## src/rtl/cmp_serial_pkg.sv

```systemverilog
// Shared types and constants for the byte-serial wide comparator and
// the code decoder that the ALU status stage also reuses.
package cmp_serial_pkg;

    typedef enum logic [1:0] {
        IDLE = 2'd0,
        RUN  = 2'd1,
        DONE = 2'd2
    } state_t;

    typedef enum logic [1:0] {
        DEC_PEND = 2'd0,
        DEC_GT   = 2'd1,
        DEC_LT   = 2'd2
    } dec_t;

    localparam int CODE_W  = 8;
    localparam int CODE_GT = 0;
    localparam int CODE_LT = 1;
    localparam int CODE_EQ = 2;

endpackage

```

## src/rtl/cmp_code_dec.sv

```systemverilog
// Combinational decode of the 8-bit comparator result code. Anything that is
// not a clean one-hot in bits 2:0 with bits 7:3 clear is flagged bad and
// reported as EQ so it can never steer a magnitude decision.
module cmp_code_dec
    import cmp_serial_pkg::*;
(
    input  logic [CODE_W-1:0] cmp_code,
    output logic              is_gt,
    output logic              is_lt,
    output logic              is_eq,
    output logic              is_bad
);

    logic one_hot;
    logic hi_zero;

    always_comb begin
        one_hot = (cmp_code[2:0] == 3'b001) ||
                  (cmp_code[2:0] == 3'b010) ||
                  (cmp_code[2:0] == 3'b100);
        hi_zero = (cmp_code[7:3] == 5'b0_0000);
        is_bad  = !(one_hot && hi_zero);
        is_gt   = !is_bad && cmp_code[CODE_GT];
        is_lt   = !is_bad && cmp_code[CODE_LT];
        is_eq   = is_bad || cmp_code[CODE_EQ];
    end

endmodule

```

## src/rtl/cmp_serial.sv

```systemverilog
// Byte-serial wide magnitude comparator: folds MSB-first 8-bit compare codes
// into one registered GT/LT/EQ result offered on a valid/ready handshake.
//
// state | meaning
// IDLE  | no byte of the current operation accepted yet
// RUN   | one or more bytes accepted, decision accumulating
// DONE  | result held on the outputs until res_ready
module cmp_serial
    import cmp_serial_pkg::*;
#(
    parameter  int MAX_BYTES = 8,
    localparam int CNT_W     = $clog2(MAX_BYTES + 1)
) (
    input  logic              clk,
    input  logic              rst_n,
    input  logic              in_valid,
    output logic              in_ready,
    input  logic              in_last,
    input  logic [CODE_W-1:0] cmp_code,
    output logic              res_valid,
    input  logic              res_ready,
    output logic              res_gt,
    output logic              res_lt,
    output logic              res_eq,
    output logic [CNT_W-1:0]  res_bytes,
    output logic              err_code,
    output logic              err_ovf
);

    state_t             state_q;
    state_t             state_nx;
    dec_t               dec_q;
    dec_t               dec_nx;
    logic [CNT_W-1:0]   count_q;
    logic [CNT_W-1:0]   count_inc;
    logic               err_code_q;
    logic               err_ovf_q;
    logic               res_gt_q;
    logic               res_lt_q;
    logic               res_eq_q;
    logic [CNT_W-1:0]   res_bytes_q;

    logic               code_gt;
    logic               code_lt;
    logic               code_eq;
    logic               code_bad;

    logic               xfer;
    logic               at_max;
    logic               last_xfer;
    logic               res_accept;

    cmp_code_dec u_code_dec (
        .cmp_code (cmp_code),
        .is_gt    (code_gt),
        .is_lt    (code_lt),
        .is_eq    (code_eq),
        .is_bad   (code_bad)
    );

    // count never exceeds MAX_BYTES: reaching it forces DONE, so no wrap
    assign count_inc  = count_q + CNT_W'(1);
    assign at_max     = (count_inc == CNT_W'(MAX_BYTES));
    assign xfer       = in_valid && in_ready;
    assign last_xfer  = xfer && (in_last || at_max);
    assign res_accept = res_valid && res_ready;

    always_comb begin
        dec_nx = dec_q;
        if (dec_q == DEC_PEND && !code_eq) begin
            if (code_gt) begin
                dec_nx = DEC_GT;
            end else if (code_lt) begin
                dec_nx = DEC_LT;
            end
        end
    end

    always_ff @(posedge clk or negedge rst_n) begin
        if (!rst_n) begin
            state_q <= IDLE;
        end else begin
            state_q <= state_nx;
        end
    end

    always_comb begin
        state_nx  = state_q;
        in_ready  = 1'b0;
        res_valid = 1'b0;
        case (state_q)
            IDLE, RUN: begin
                in_ready = 1'b1;
                if (xfer) begin
                    state_nx = (in_last || at_max) ? DONE : RUN;
                end
            end
            DONE: begin
                res_valid = 1'b1;
                if (res_ready) begin
                    state_nx = IDLE;
                end
            end
            default: begin
                state_nx = IDLE;
            end
        endcase
    end

    always_ff @(posedge clk or negedge rst_n) begin
        if (!rst_n) begin
            count_q     <= '0;
            dec_q       <= DEC_PEND;
            err_code_q  <= 1'b0;
            err_ovf_q   <= 1'b0;
            res_gt_q    <= 1'b0;
            res_lt_q    <= 1'b0;
            res_eq_q    <= 1'b0;
            res_bytes_q <= '0;
        end else if (res_accept) begin
            count_q     <= '0;
            dec_q       <= DEC_PEND;
            err_code_q  <= 1'b0;
            err_ovf_q   <= 1'b0;
            res_gt_q    <= 1'b0;
            res_lt_q    <= 1'b0;
            res_eq_q    <= 1'b0;
            res_bytes_q <= '0;
        end else if (xfer) begin
            count_q    <= count_inc;
            dec_q      <= dec_nx;
            err_code_q <= err_code_q || code_bad;
            // result fields load once, on the closing byte, and hold through DONE
            if (last_xfer) begin
                res_gt_q    <= (dec_nx == DEC_GT);
                res_lt_q    <= (dec_nx == DEC_LT);
                res_eq_q    <= (dec_nx == DEC_PEND);
                res_bytes_q <= count_inc;
                err_ovf_q   <= !in_last;
            end
        end
    end

    assign res_gt    = res_gt_q;
    assign res_lt    = res_lt_q;
    assign res_eq    = res_eq_q;
    assign res_bytes = res_bytes_q;
    assign err_code  = err_code_q;
    assign err_ovf   = err_ovf_q;

endmodule

```

## config.mk

```make
export PLATFORM = sky130hd
export DESIGN_NAME = cmp_serial
export DESIGN_NICKNAME = d
export VERILOG_FILES = /design/src/rtl/cmp_serial_pkg.sv /design/src/rtl/cmp_code_dec.sv /design/src/rtl/cmp_serial.sv
export SDC_FILE = /design/constraint.sdc
export NUM_CORES = 1
export LEC_CHECK = 0
export ABC_AREA = 1
export CAP_MARGIN = 15
export CORE_MARGIN = 3
export CORE_UTILIZATION = 43
export DETAILED_ROUTE_END_ITERATION = 16
export PLACE_DENSITY_LB_ADDON = 0.1
export SKIP_LAST_GASP = 1
export SLEW_MARGIN = 20
export SYNTH_ARGS = -nofsm -noshare
export SYNTH_HDL_FRONTEND = slang
export SYNTH_HIERARCHICAL = 1
export SYNTH_SLANG_ARGS = --single-unit
```

## constraint.sdc

```tcl
create_clock -name clk -period 1.2 [get_ports clk]
set_input_delay 0.18 -clock clk [delete_from_list [all_inputs] [get_ports clk]]
set_output_delay 0.18 -clock clk [all_outputs]
set_load 0.01 [all_outputs]
```

==> results of run 1 <==
flip-flops by register name (all words and copies together) (netlist names):
signal     cells
err_code       1
count_q        4
res_eq         1
res_lt         1
res_bytes      4
dec_q          2
state_q        2
err_ovf        1
res_gt         1
kinds of logic (layout without fill, tap and decap cells):
family	Yosys count	count (layout)	share of synthesized area [%]
and+or+nand+nor	64	66	35.78
buffers and inverters	22	71	10.01
DFF	17	17	45.39
AOI/OAI and AO/OA	12	12	7.477
adders and majority gates	1	1	1.335
power by group through the flow:
stage | Clock (µW) | Sequential (µW) | Combinational (µW)
global placement | 0 | 808 | 696
global route | 351 | 826 | 912
floorplan | 0 | 845 | 315
finish | 308 | 811 | 829
detailed placement | 0 | 816 | 715
CTS | 316 | 810 | 721
layout by cell type, fill, tap and decap left out:
master           count
nand2_1             19
buf_4               18
dfrtp_1             17
inv_1               12
nand3_2             11
dlygate4sd2_1       10
nand3_1              9
inv_2                6
nor2_1               6
clkdlybuf4s15_1      6
nand4_1              5
nor2_4               4
o21ai_0              4
clkdlybuf4s50_1      4
buf_6                4
nand2_2              3
a21oi_2              3
clkbuf_4             3
nand2_4              3
o21ai_1              2
nand2_8              2
buf_12               2
inv_4                1
nand3_4              1
clkinvlp_4           1
nor2_2               1
a31oi_4              1
a211oi_2             1
and2_1               1
o21a_1               1
nor3_1               1
ha_2                 1
clkinv_2             1
dlymetal6s2s_1       1
clkbuf_2             1
buf_2                1
layer usage:
layer	wire length (µm)	global-route usage (%)	vias up
met4	53	13.19	0
met2	1251	33.88	26
met5	0	0	-
met3	103	4.274	5
li1	-	-	487
met1	1050	23.05	441
worst max path at each step:
| stage | end | from | cells after the start | slack, ns |
|---|---|---|---|---|
| after floorplan | res_lt$_DFFE_PN0P_ | cmp_code[6] | 10 | 0.04 |
| after CTS | res_valid | state_q[0]$_DFFE_PN0P_ | 4 | -0.08 |
| after global placement | res_lt$_DFFE_PN0P_ | cmp_code[0] | 12 | -0.49 |
| after detailed placement | res_lt$_DFFE_PN0P_ | cmp_code[0] | 12 | -0.56 |
| after global routing | res_bytes[1]$_DFFE_PN0P_ | count_q[0]$_DFFE_PN0P_ | 7 | -0.18 |
| final | res_bytes[2]$_DFFE_PN0P_ | count_q[0]$_DFFE_PN0P_ | 7 | -0.1 |
repair_timing:
item	CTS	global route
cloned	2	0
resized for setup	42	23
hold buffers	0	0
buffers inserted	2	5
endpoints found under the setup margin	26	22
pin swaps	15	17
layout make-up:
type | count | area [µm²] | share of cell area, %
multi-input cells | 79 | 565.5 | 36.16
well taps | 27 | 33.78 | 2.160
inverters | 20 | 81.33 | 5.200
clock buffers | 3 | 22.52 | 1.440
flip-flops and latches | 17 | 425.4 | 27.20
clock inverters | 1 | 5.005 | 0.3200
repair buffers | 47 | 430.4 | 27.52
through the flow:
step	hold WS, ns	std cells
final	0.1988	194
after global routing	0.1986	194
after CTS	0.2005	189
after detailed placement	0.4718	181
after global placement	0.4690	181
after floorplan	-0.1156	116
==> run metrics, run 1 <==
Largest stage delay, worst path 0.42 ns; die width 52.69 µm; dpl ws -0.5577 ns; setup slack, reg-to-reg -0.1 ns; DP Area 1341 µm²; CTS tree done; routability cong. 0.7722; fin worst setup slack -0.09822 ns; share of cells above drive strength 1 41.32%; DR pass1 iterations 4; Layout fillers 147; WL per Instance 12.67 µm; CP Capture Type flip-flop; Area Growth Syn to Fin 66.89%; RSZ-0062 raised after global routing yes; Port-buffer cells 23; CP arrival 1.54 ns; status finished, violations left; CTS Buf Count 3; # rows 16; Avg Cell Area, Syn 8.079 µm²; number of max-cap violations 0; pwr/cell area 1245 nW/µm²; Max Root-Sink Buffers 2; Pleak 0.0007997 µW; Seq pwr share 41.6%; Worst slew margin 81.67%; Final Skew 0.005286 ns; Most used DFF post-synth dfrtp_1; Sw Share 35.88%; Final Max Tran Viols 0; most frequent cell after synthesis nand2_1; Post-route DRC 0; failing checks negative setup slack; diodes inserted 0; CP Data Required Time 1.44 ns; Post-Syn Nets 130; DR iter-0 viols 11; EDFF count, synth 0; Comb pwr share 42.6%; vias 959; hpwl dp 1583 µm; asr flop ratio synth 100.0%; grt ovf 0; post-synthesis sequential area ratio 45.39%; DIE AREA 2776 µm²; Synth Cell Area 937.1 µm²; htree depth 1; Hold Path Class input port to asynchronous set/reset pin; internal power 1249 µW; worst path cell trace buf_4 > nand4_1 > nand3_4 > buf_6 > nand2_4 > nand3_1 > nand2_1; Slew @ Worst Pin 0.2728 ns; core box area 2022 µm²; cell taking the most area after synthesis dfrtp_1; delay-heaviest family, CP simple AND/OR/NAND/NOR gates; clock sink total 17; global-route wire length before repair 4050 µm; fin crit share 108.2%; switching power 699.0 µW; Final TNS setup -0.6733 ns; worst r2r src count_q[0]$_DFFE_PN0P_; Final Util 77.35%; share of the synthesized area in the top cell type 45.39%; I/O pins 24; part of the power in the clock network 15.8%; Power Total 1948 µW; Synth Instances 116; Fin. Hold Viols 0; initial antenna violation count 0; Crit Path Class flip-flop to flip-flop; vias per cell 4.943; top post-synthesis cells by count nand2_1, nand3_1, dfrtp_1; NumNets Final 182; clk_lat worst skew 0.30 ns; Total Wirelength 2458 µm; Peak Freq 0.7703 GHz; Synth cell types 23; Crit-path slowest cell dfrtp_1; Startpoint Class flip-flop; Starting Density 46.35%; Die Ht 52.69 µm; largest net degree at the start of global routing 18; FF+latch count, synth 17; Peak VDD IR 0.8473 mV; worst-path maximum fanout 4; min cycle time layout 1.298 ns; gr usage total 20.29%; Root Buffer clkbuf_4; CP Buf/Inv Count 2; final setup fails 12; RR Endpoint res_bytes[2]$_DFFE_PN0P_; r2r worst-path depth 7; YS warnings 6; Reg clk slew, reported paths 0.10 ns; number of global-route vias before repair 933; post-route cell area 1564 µm²; Area contributors post-synth dfrtp_1, nand3_1, nand2_1, inv_1, nor2_1; antenna-violating nets left 0
Power figures use the tool's default switching activity.
==> inputs of run 2 (changes only) <==
--- a/config.mk
+++ b/config.mk
@@ -8,12 +8,12 @@
 export ABC_AREA = 1
 export CAP_MARGIN = 15
 export CORE_MARGIN = 3
-export CORE_UTILIZATION = 43
+export CORE_UTILIZATION = 41
 export DETAILED_ROUTE_END_ITERATION = 16
+export HOLD_SLACK_MARGIN = 0.06
 export PLACE_DENSITY_LB_ADDON = 0.1
 export SKIP_LAST_GASP = 1
 export SLEW_MARGIN = 20
 export SYNTH_ARGS = -nofsm -noshare
 export SYNTH_HDL_FRONTEND = slang
-export SYNTH_HIERARCHICAL = 1
 export SYNTH_SLANG_ARGS = --single-unit
==> run metrics, run 2 <==
status finished, violations left; failing checks negative setup slack; worst-path maximum fanout 2 (-2); delay-heaviest family, CP flip-flops; most frequent cell after synthesis nand2_1; DR pass1 iterations 4 (unchanged); Post-route DRC 0 (unchanged); clk_lat worst skew 0.30 ns (about the same); vias 809 (-16%); worst path cell trace ha_2 > nand2_2 > inv_2 > buf_4 > nor3_2 > mux2_2; most frequent cells in the layout nand2_1, buf_4, dfrtp_1; Synth Cell Area 829.5 µm² (-11%); CP arrival 1.55 ns (about the same); Crit Path Class flip-flop to flip-flop; diodes inserted 0 (unchanged); simple-gate share of the synthesized area 31.52% (-4.3 points); Max Root-Sink Buffers 2 (unchanged); Port-buffer cells 23 (unchanged); RSZ-0062 raised after global routing yes; DIE AREA 2599 µm² (-6.4%); Final Instance Count excl. Fillers 172 (-11%); Total Wirelength 1990 µm (-19%); antenna-violating nets left 0 (unchanged); Peak VDD IR 0.9233 mV (+9.0%); hpwl dp 1423 µm (-10%); Fin. Hold Viols 0 (unchanged); min cycle time layout 1.304 ns (+0.006106 ns); number of global-route vias before repair 740 (-21%); CP Data Required Time 1.45 ns (about the same); share of cells above drive strength 1 31.29% (-10 points); Crit-path slowest cell dfrtp_1; CTS tree done; worst r2r src count_q[0]$_DFFE_PN0P_; Area contributors post-synth dfrtp_1, nand2_1, inv_1, nand3_1, nand2_4; asr flop ratio synth 100.0% (unchanged); clock sink total 17 (unchanged); pwr/cell area 1674 nW/µm² (+34%); area occupied by multi-input gates 385.4 µm² (-32%); Root Buffer clkbuf_4; die width 50.98 µm (-3.2%); Peak Freq 0.7667 GHz (-0.47%); initial antenna violation count 0 (unchanged); share of the synthesized area in the top cell type 51.28% (+5.9 points); grt ovf 0 (unchanged); Hold Path Class input port to asynchronous set/reset pin; Post-Syn Nets 114 (-12%); Largest stage delay, worst path 0.41 ns (about the same); sequential cell area 425.4 µm² (unchanged); Pleak 0.0006894 µW (-14%); largest net degree at the start of global routing 18 (unchanged); Die Ht 50.98 µm (-3.2%); Worst slew margin 85.72% (+4.0 points); Area Growth Syn to Fin 55.51%; global-route wire length before repair 3029 µm (-25%); number of max-cap violations 0 (unchanged); vias per cell 4.703 (-4.9%); area share of xor/xnor cells in the synthesized design 0% (unchanged); I/O pins 24 (unchanged); cell taking the most area after synthesis dfrtp_1; FF+latch count, synth 17 (unchanged); top post-synthesis cells by count nand2_1, dfrtp_1, inv_1; CTS Buf Count 3 (unchanged); final setup fails 11 (-1); CP Capture Type flip-flop; Avg Cell Area, Syn 8.295 µm² (+2.7%); setup slack, reg-to-reg -0.10 ns (about the same); fin worst setup slack -0.1043 ns (-0.006106 ns); Compound-Gate Fraction of Synth Area 7.692% (+0.22 points); Reg clk slew, reported paths 0.10 ns (about the same); # rows 15 (-1); core box area 1821 µm² (-10%); largest family of logic cells by synthesized area simple AND/OR/NAND/NOR gates; Most used DFF post-synth dfrtp_1; CP Buf/Inv Count 2 (unchanged); RR Endpoint count_q[2]$_DFFE_PN0P_; Final Max Tran Viols 0 (unchanged); r2r worst-path depth 6 (-1); DR iter-0 viols 25 (+14); Synth Instances 100 (-14%); YS warnings 0 (-6); WL per Instance 11.57 µm (-8.7%); Slew @ Worst Pin 0.2131 ns (-0.05972 ns); Synth cell types 21 (-8.7%); Starting Density 45.57% (-0.78 points); Layout fillers 168 (+14%); NumNets Final 162 (-11%); Power Total 2159 µW (+11%); post-synthesis mux area share 1.357% (+1.4 points); gr usage total 15.84% (-4.4 points); Post-Synth Adder-Cell Area 1.508% (+0.17 points); placed cell count 162 (-10%); htree depth 1 (unchanged); EDFF count, synth 0 (unchanged); commonest non-fill, non-tap cell in the layout nand2_1; routability cong. 0.7697 (-0.32%); Startpoint Class flip-flop; Final Skew 0.002262 ns (-0.003024 ns); fin crit share 108.7% (+0.51 points); post-synthesis sequential area ratio 51.28% (+5.9 points)
## run 2: logic make-up (layout without fill, tap and decap cells)
family | Yosys count | after routing
AOI/OAI and AO/OA | 12 | 12
and+or+nand+nor | 55 | 55
buffers and inverters | 14 | 61
DFF | 17 | 17
adders and majority gates | 1 | 1
muxes | 1 | 1
## run 2: area by class of cell
cell class | instances | share of cell area (%)
Inverter | 14 | 4.462
Multi-Input combinational cell | 69 | 29.87
Timing Repair Buffer | 43 | 28.13
Tap cell | 25 | 2.425
Clock inverter | 1 | 0.3880
Clock buffer | 3 | 1.746
Sequential cell | 17 | 32.98
## run 2: how the worst max path moves through the flow
stage	from	to	slack [ns]	depth (start not counted)
CTS	count_q[0]$_DFFE_PN0P_	res_bytes[3]$_DFFE_PN0P_	-0.10	10
global route	count_q[1]$_DFFE_PN0P_	res_lt$_DFFE_PN0P_	-0.21	10
detailed placement	cmp_code[0]	res_eq$_DFFE_PN0P_	-0.27	10
floorplan	count_q[0]$_DFFE_PN0P_	res_bytes[0]$_DFFE_PN0P_	-0.04	10
finish	count_q[0]$_DFFE_PN0P_	count_q[2]$_DFFE_PN0P_	-0.10	6
global placement	cmp_code[6]	res_eq$_DFFE_PN0P_	-0.21	9
## run 2: report_power, final
group / internal [µW] / switching, µW / leakage, µW
logic: 486 / 480 / 0.000457
clock network: 124 / 194 / 0.0000177
registers: 755 / 120 / 0.000215
## run 2: layer usage
layer	share of wire, %	up-vias	global-route usage, %
li1	-	416	-
met1	42	356	19.96
met2	48	32	25.11
met3	8.4	5	3.790
met4	1.9	0	8.072
met5	0	-	0
## run 2: timing repair
item,CTS,global route
endpoints found under the hold margin,0,0
buffers inserted,3,3
gates resized for setup,19,10
pin swaps,1,0
setup endpoints to repair,23,18
hold buffers,0,0
## run 2: stage by stage
step	TNS (ns)	utilization, %	hold slack (ns)	setup WS [ns]	cell area [µm²]
floorplan	-0.2509	-	-0.1156	-0.03806	837.1
global placement	-2.236	66.12	0.4534	-0.2112	1204
detailed placement	-2.662	66.12	0.4584	-0.2731	1204
CTS	-0.9897	68.38	0.2043	-0.1041	1245
global route	-2.010	70.86	0.2061	-0.2066	1290
finish	-0.8553	70.86	0.1985	-0.1043	1290
==> RTL change 1 (config.mk and constraints of run 1) <==
Re-encode `dec_t` (3 values) as one-hot, 3 bits wide.
--- a/src/rtl/cmp_serial_pkg.sv
+++ b/src/rtl/cmp_serial_pkg.sv
@@ -8,10 +8,10 @@
         DONE = 2'd2
     } state_t;
 
-    typedef enum logic [1:0] {
-        DEC_PEND = 2'd0,
-        DEC_GT   = 2'd1,
-        DEC_LT   = 2'd2
+    typedef enum logic [2:0] {
+        DEC_PEND = 3'b001,
+        DEC_GT   = 3'b010,
+        DEC_LT   = 3'b100
     } dec_t;
 
     localparam int CODE_W  = 8;
Behaviour: no difference found for any inputs over 10 cycles, from zero or initial values and one cycle with rst_n low; not proved beyond that.
==> RTL change 1 against run 1 <==
  * The run still ends with setup timing left
  * Power increased by 36%
  * Final cell count is 15% higher
  * Global-route usage rose by 0.47 points
  * Sequential share of layout area down 0.98 points
  * Final area up 10%
  * First-iteration DRC count stayed put
  * Sequential cell count increased by 1
  * Routed wire length increased by 25%
  * Worst setup slack lost 0.031 ns
  * Maximum frequency is 2.3% lower
  * Synthesized area rose by 10%
  * Die area is 9.2% higher
  * Critical path depth is 2 higher
==> RTL change 1: results (changes against run 1) <==
* VDD IR-drop max at 1340 uV (+58%)
* Layout cells sized above 1 at 46.2% (+4.8 points)
* Post-CTS setup buffers at 6 (+4)
* GPL Wtd Cong at 0.787 (+2.0%)
* Layout fillers at 163 (+11%)
* Worst Path Arrival at 1.59 ns (+0.05 ns)
* Clock Network Area Fraction at 2.11% (+0.35 points)
* Worst clock skew at 0.00857 ns (+0.00329 ns)
* Violations in the final reports: setup timing
* Clock share of power at 14.5% (-1.3 points)
* Routed WL at 3.06 mm (+25%)
* Placed cell count at 208 (+15%)
* Worst Setup EP: res_lt$_DFFE_PN0P_
* Endpoints failing setup at 10 (-2)
* WL met2 at 1.51 mm (+20%)
* Seq area share at 26.2% (-0.98 points)
* Leak at 0.000887 uW (+11%)
* Reg2Reg Depth at 9 (+2)
* Non-clock buffering overhead at 27.2% (-0.29 points)
* Syn-to-layout area delta at 66.5%
* Max incr delay on CP at 0.58 ns (+0.16 ns)
* Area of the multi-input gates at 651 sq um (+15%)
* PnR worst setup slack at -0.129 ns (-0.0309 ns)
* Clock buffers at 4 (+1)
* First-pass GRT wire length at 4.44 mm (+9.7%)
* WL/cell at 13.7 um (+8.3%)
* Met1 Track Usage GR at 24.6% (+1.6 points)
* Status: complete, but fails checks
[RTL change 1: cell count changes in the layout (fill, tap and decap cells not counted), moves of 2 or more]
cell,run 1,this run
nor2_2,1,5
nand2_4,3,6
inv_2,6,8
nand2_2,3,8
buf_4,18,26
buf_12,2,0
buf_6,4,6
o21ai_2,0,2
nor2_1,6,8
nand2_1,19,27
[RTL change 1: worst reg2reg max path, cell delays in order, from the launching register on]
cell and delay (ns):
dfstp_2 0.58, buf_6 0.12, nand2_4 0.05, nor2_4 0.12, nand2_2 0.08, nand2_4 0.09, nand2_4 0.05, nor2_2 0.09
nand2_1 0.05, nand2_1 0.05
[RTL change 1: worst min path at each step]
| stage | endpoint | slack (ns) |
|---|---|---|
| after floorplan | count_q[0]$_DFFE_PN0P_ | -0.12 |
| after global placement | res_bytes[1]$_DFFE_PN0P_ | 0.48 |
| after detailed placement | res_bytes[0]$_DFFE_PN0P_ | 0.49 |
| after CTS | count_q[2]$_DFFE_PN0P_ | 0.19 |
| after global routing | state_q[0]$_DFFE_PN0P_ | 0.20 |
| final | state_q[0]$_DFFE_PN0P_ | 0.19 |
[RTL change 1: cells by family after synthesis]
logic type | Yosys count | share of synthesized area, %
compound gates | 10 | 5.32
flops | 18 | 43.7
buf+inv | 23 | 9.91
simple gates | 86 | 39.9
fa+ha+maj | 1 | 1.21
[RTL change 1: per-stage QoR]
| stage | setup WS, ns | power [uW] | TNS [ns] |
|---|---|---|---|
| after floorplan | -0.0547 | 1450 | -0.406 |
| after global placement | -0.536 | 1930 | -4.30 |
| after detailed placement | -0.595 | 1950 | -4.59 |
| after CTS | -0.107 | 2430 | -0.499 |
| after global routing | -0.211 | 2830 | -1.62 |
| final | -0.129 | 2650 | -0.648 |
==> RTL change 2 (flow settings as in run 1) <==
Without the edit above. `MAX_BYTES`: 8 -> 16.
--- a/src/rtl/cmp_serial.sv
+++ b/src/rtl/cmp_serial.sv
@@ -8,7 +8,7 @@
 module cmp_serial
     import cmp_serial_pkg::*;
 #(
-    parameter  int MAX_BYTES = 8,
+    parameter  int MAX_BYTES = 16,
     localparam int CNT_W     = $clog2(MAX_BYTES + 1)
 ) (
     input  logic              clk,
Ports: changed (resized res_bytes); port bits go from 24 to 25. No check against the original RTL was run, so the function may have changed too.
==> RTL change 2 against run 1 <==
  * The run still ends with setup timing left
  * Sequential power up 19%
  * First-iteration DRC count up 45%
  * Synthesized area up 6.3%
  * Routed wire length up 23%
  * Global-route usage up 1.5 points
  * Final cell count up 8.8%
  * Final area up 10%
  * Worst setup slack worse by 0.10 ns
  * Sequential cell count up 2
  * Clock power up 12%
  * Power up 28%
  * Critical path type unchanged
  * Critical endpoint is now res_eq$_DFFE_PN0P_
  * Largest cell class unchanged
  * Highest routed layer unchanged
==> RTL change 2: results (changes against run 1) <==
* Initial DRC count at 16 (+5)
* Endpoints failing setup at 13 (+1)
* VDD IR-drop max at 1180 uV (+39%)
* Setup TNS at -1.71 ns (-1.04 ns)
* First-pass GRT wire length at 4.59 mm (+13%)
* Routed WL at 3.02 mm (+23%)
* Syn Nets at 141 (+8.5%)
* Worst Path Arrival at 1.65 ns (+0.11 ns)
* Syn avg cell area at 7.84 sq um (-2.9%)
* Met3 routed WL at 146 um (+42%)
* Met1 WL at 1.25 mm (+19%)
* Final nets at 199 (+9.3%)
* Sequential area share after synthesis at 47.7% (+2.3 points)
* Most frequent cells after synthesis: nand2_1, nand3_1, dfrtp_1
* Vias/cell at 5.18 (+4.7%)
* Port bufs at 24 (+4.3%)
* Layout fillers at 129 (-12%)
* Cell Area, Placed at 1450 sq um (+8.1%)
* Switch Pwr at 951 uW (+36%)
* GPL Wtd Cong at 0.799 (+3.5%)
* Reg2Reg Depth at 9 (+2)
* Vias in the first global route at 1086 (+16%)
* RR Endpoint: res_eq$_DFFE_PN0P_
* Worst clock skew at 0.00363 ns (-0.00166 ns)
* Violations in the final reports: setup timing
* WL met2 at 1.56 mm (+24%)
* Leak at 0.000887 uW (+11%)
* WL/cell at 14.3 um (+13%)
* Global router's overall resource usage at 21.8% (+1.5 points)
* Relative slew slack at 83.3% (+1.6 points)
* Slowest-stage cell, CP: dfrtp_1
* HP Class: in -> async
* Crit path max fanout at 6 (+2)
* Synth area leaders: dfrtp_1, nand3_1, nand2_1
* PnR worst setup slack at -0.198 ns (-0.100 ns)
* Largest net degree at the start of global routing at 20 (+2)
* Netlist cell types at 18 (-22%)
* Status: complete, but fails checks
* Layout cells sized above 1 at 45.7% (+4.3 points)
* DP Wirelength at 1.92 mm (+21%)
## RTL change 2: changes by cell type after synthesis, sizes merged, moves of 2 or more
cell   before  now
nor2       11   17
nand2      25   30
nand3      21   25
inv        20   17
a21oi       3    1
dfrtp      17   19
nand4       5    3
## RTL change 2: per-layer routing
metal	vias up	GRT usage, %
li1	532	-
met1	520	24.3
met2	32	39.8
met3	8	3.60
met4	0	9.96
met5	-	0
## RTL change 2: power groups by stage
stage	sequential, uW	clock [uW]	combinational [uW]
detailed placement	954	0	962
global route	987	361	1290
floorplan	990	0	401
finish	965	345	1180
CTS	952	340	967
global placement	943	0	929
## RTL change 2: cells by family (layout without fill, tap and decap cells)
| group | after synthesis | after routing | share of synthesized area [%] |
|---|---|---|---|
| buffers and inverters | 20 | 76 | 8.54 |
| DFF | 19 | 19 | 47.7 |
| AOI/OAI and AO/OA | 12 | 12 | 6.78 |
| and+or+nand+nor | 75 | 76 | 35.7 |
| adders and majority gates | 1 | 1 | 1.26 |
## RTL change 2: area by class of cell
class / count / area, sq um / share of cell area [%]
multi-input combinational: 89 / 651 / 37.7
sequential: 19 / 477 / 27.6
timing repair buffer: 55 / 470 / 27.3
inverter: 17 / 67.6 / 3.92
tap: 27 / 33.8 / 1.96
clock buffer: 4 / 26.3 / 1.52
## RTL change 2: timing repair
action / 4_1_cts / 5_1_grt
gates cloned: 1 / 0
buffers inserted: 4 / 5
pin swaps: 20 / 7
hold buffers: 0 / 0
gates resized for setup: 51 / 28
endpoints found under the setup margin: 30 / 25
## RTL change 2: worst max path at each step
stage | slack, ns | to | from
2_1_floorplan | -0.05 | res_bytes[1]$_DFFE_PN0P_ | count_q[1]$_DFFE_PN0P_
3_3_place_gp | -0.51 | res_eq$_DFFE_PN0P_ | cmp_code[0]
4_1_cts | -0.16 | res_eq$_DFFE_PN0P_ | count_q[0]$_DFFE_PN0P_
5_1_grt | -0.27 | res_eq$_DFFE_PN0P_ | count_q[1]$_DFFE_PN0P_
3_5_place_dp | -0.64 | res_eq$_DFFE_PN0P_ | cmp_code[0]
6_report | -0.20 | res_eq$_DFFE_PN0P_ | count_q[0]$_DFFE_PN0P_
## RTL change 2: stage by stage
| stage | setup slack [ns] | hold slack [ns] | total power [uW] | utilization (%) |
|---|---|---|---|---|
| final | -0.198 | 0.207 | 2490 | 82.9 |
| after CTS | -0.164 | 0.234 | 2260 | 77.5 |
| after global placement | -0.507 | 0.483 | 1870 | 69.7 |
| after floorplan | -0.0487 | -0.116 | 1390 | - |
| after global routing | -0.272 | 0.235 | 2640 | 82.9 |
| after detailed placement | -0.639 | 0.487 | 1920 | 69.7 |
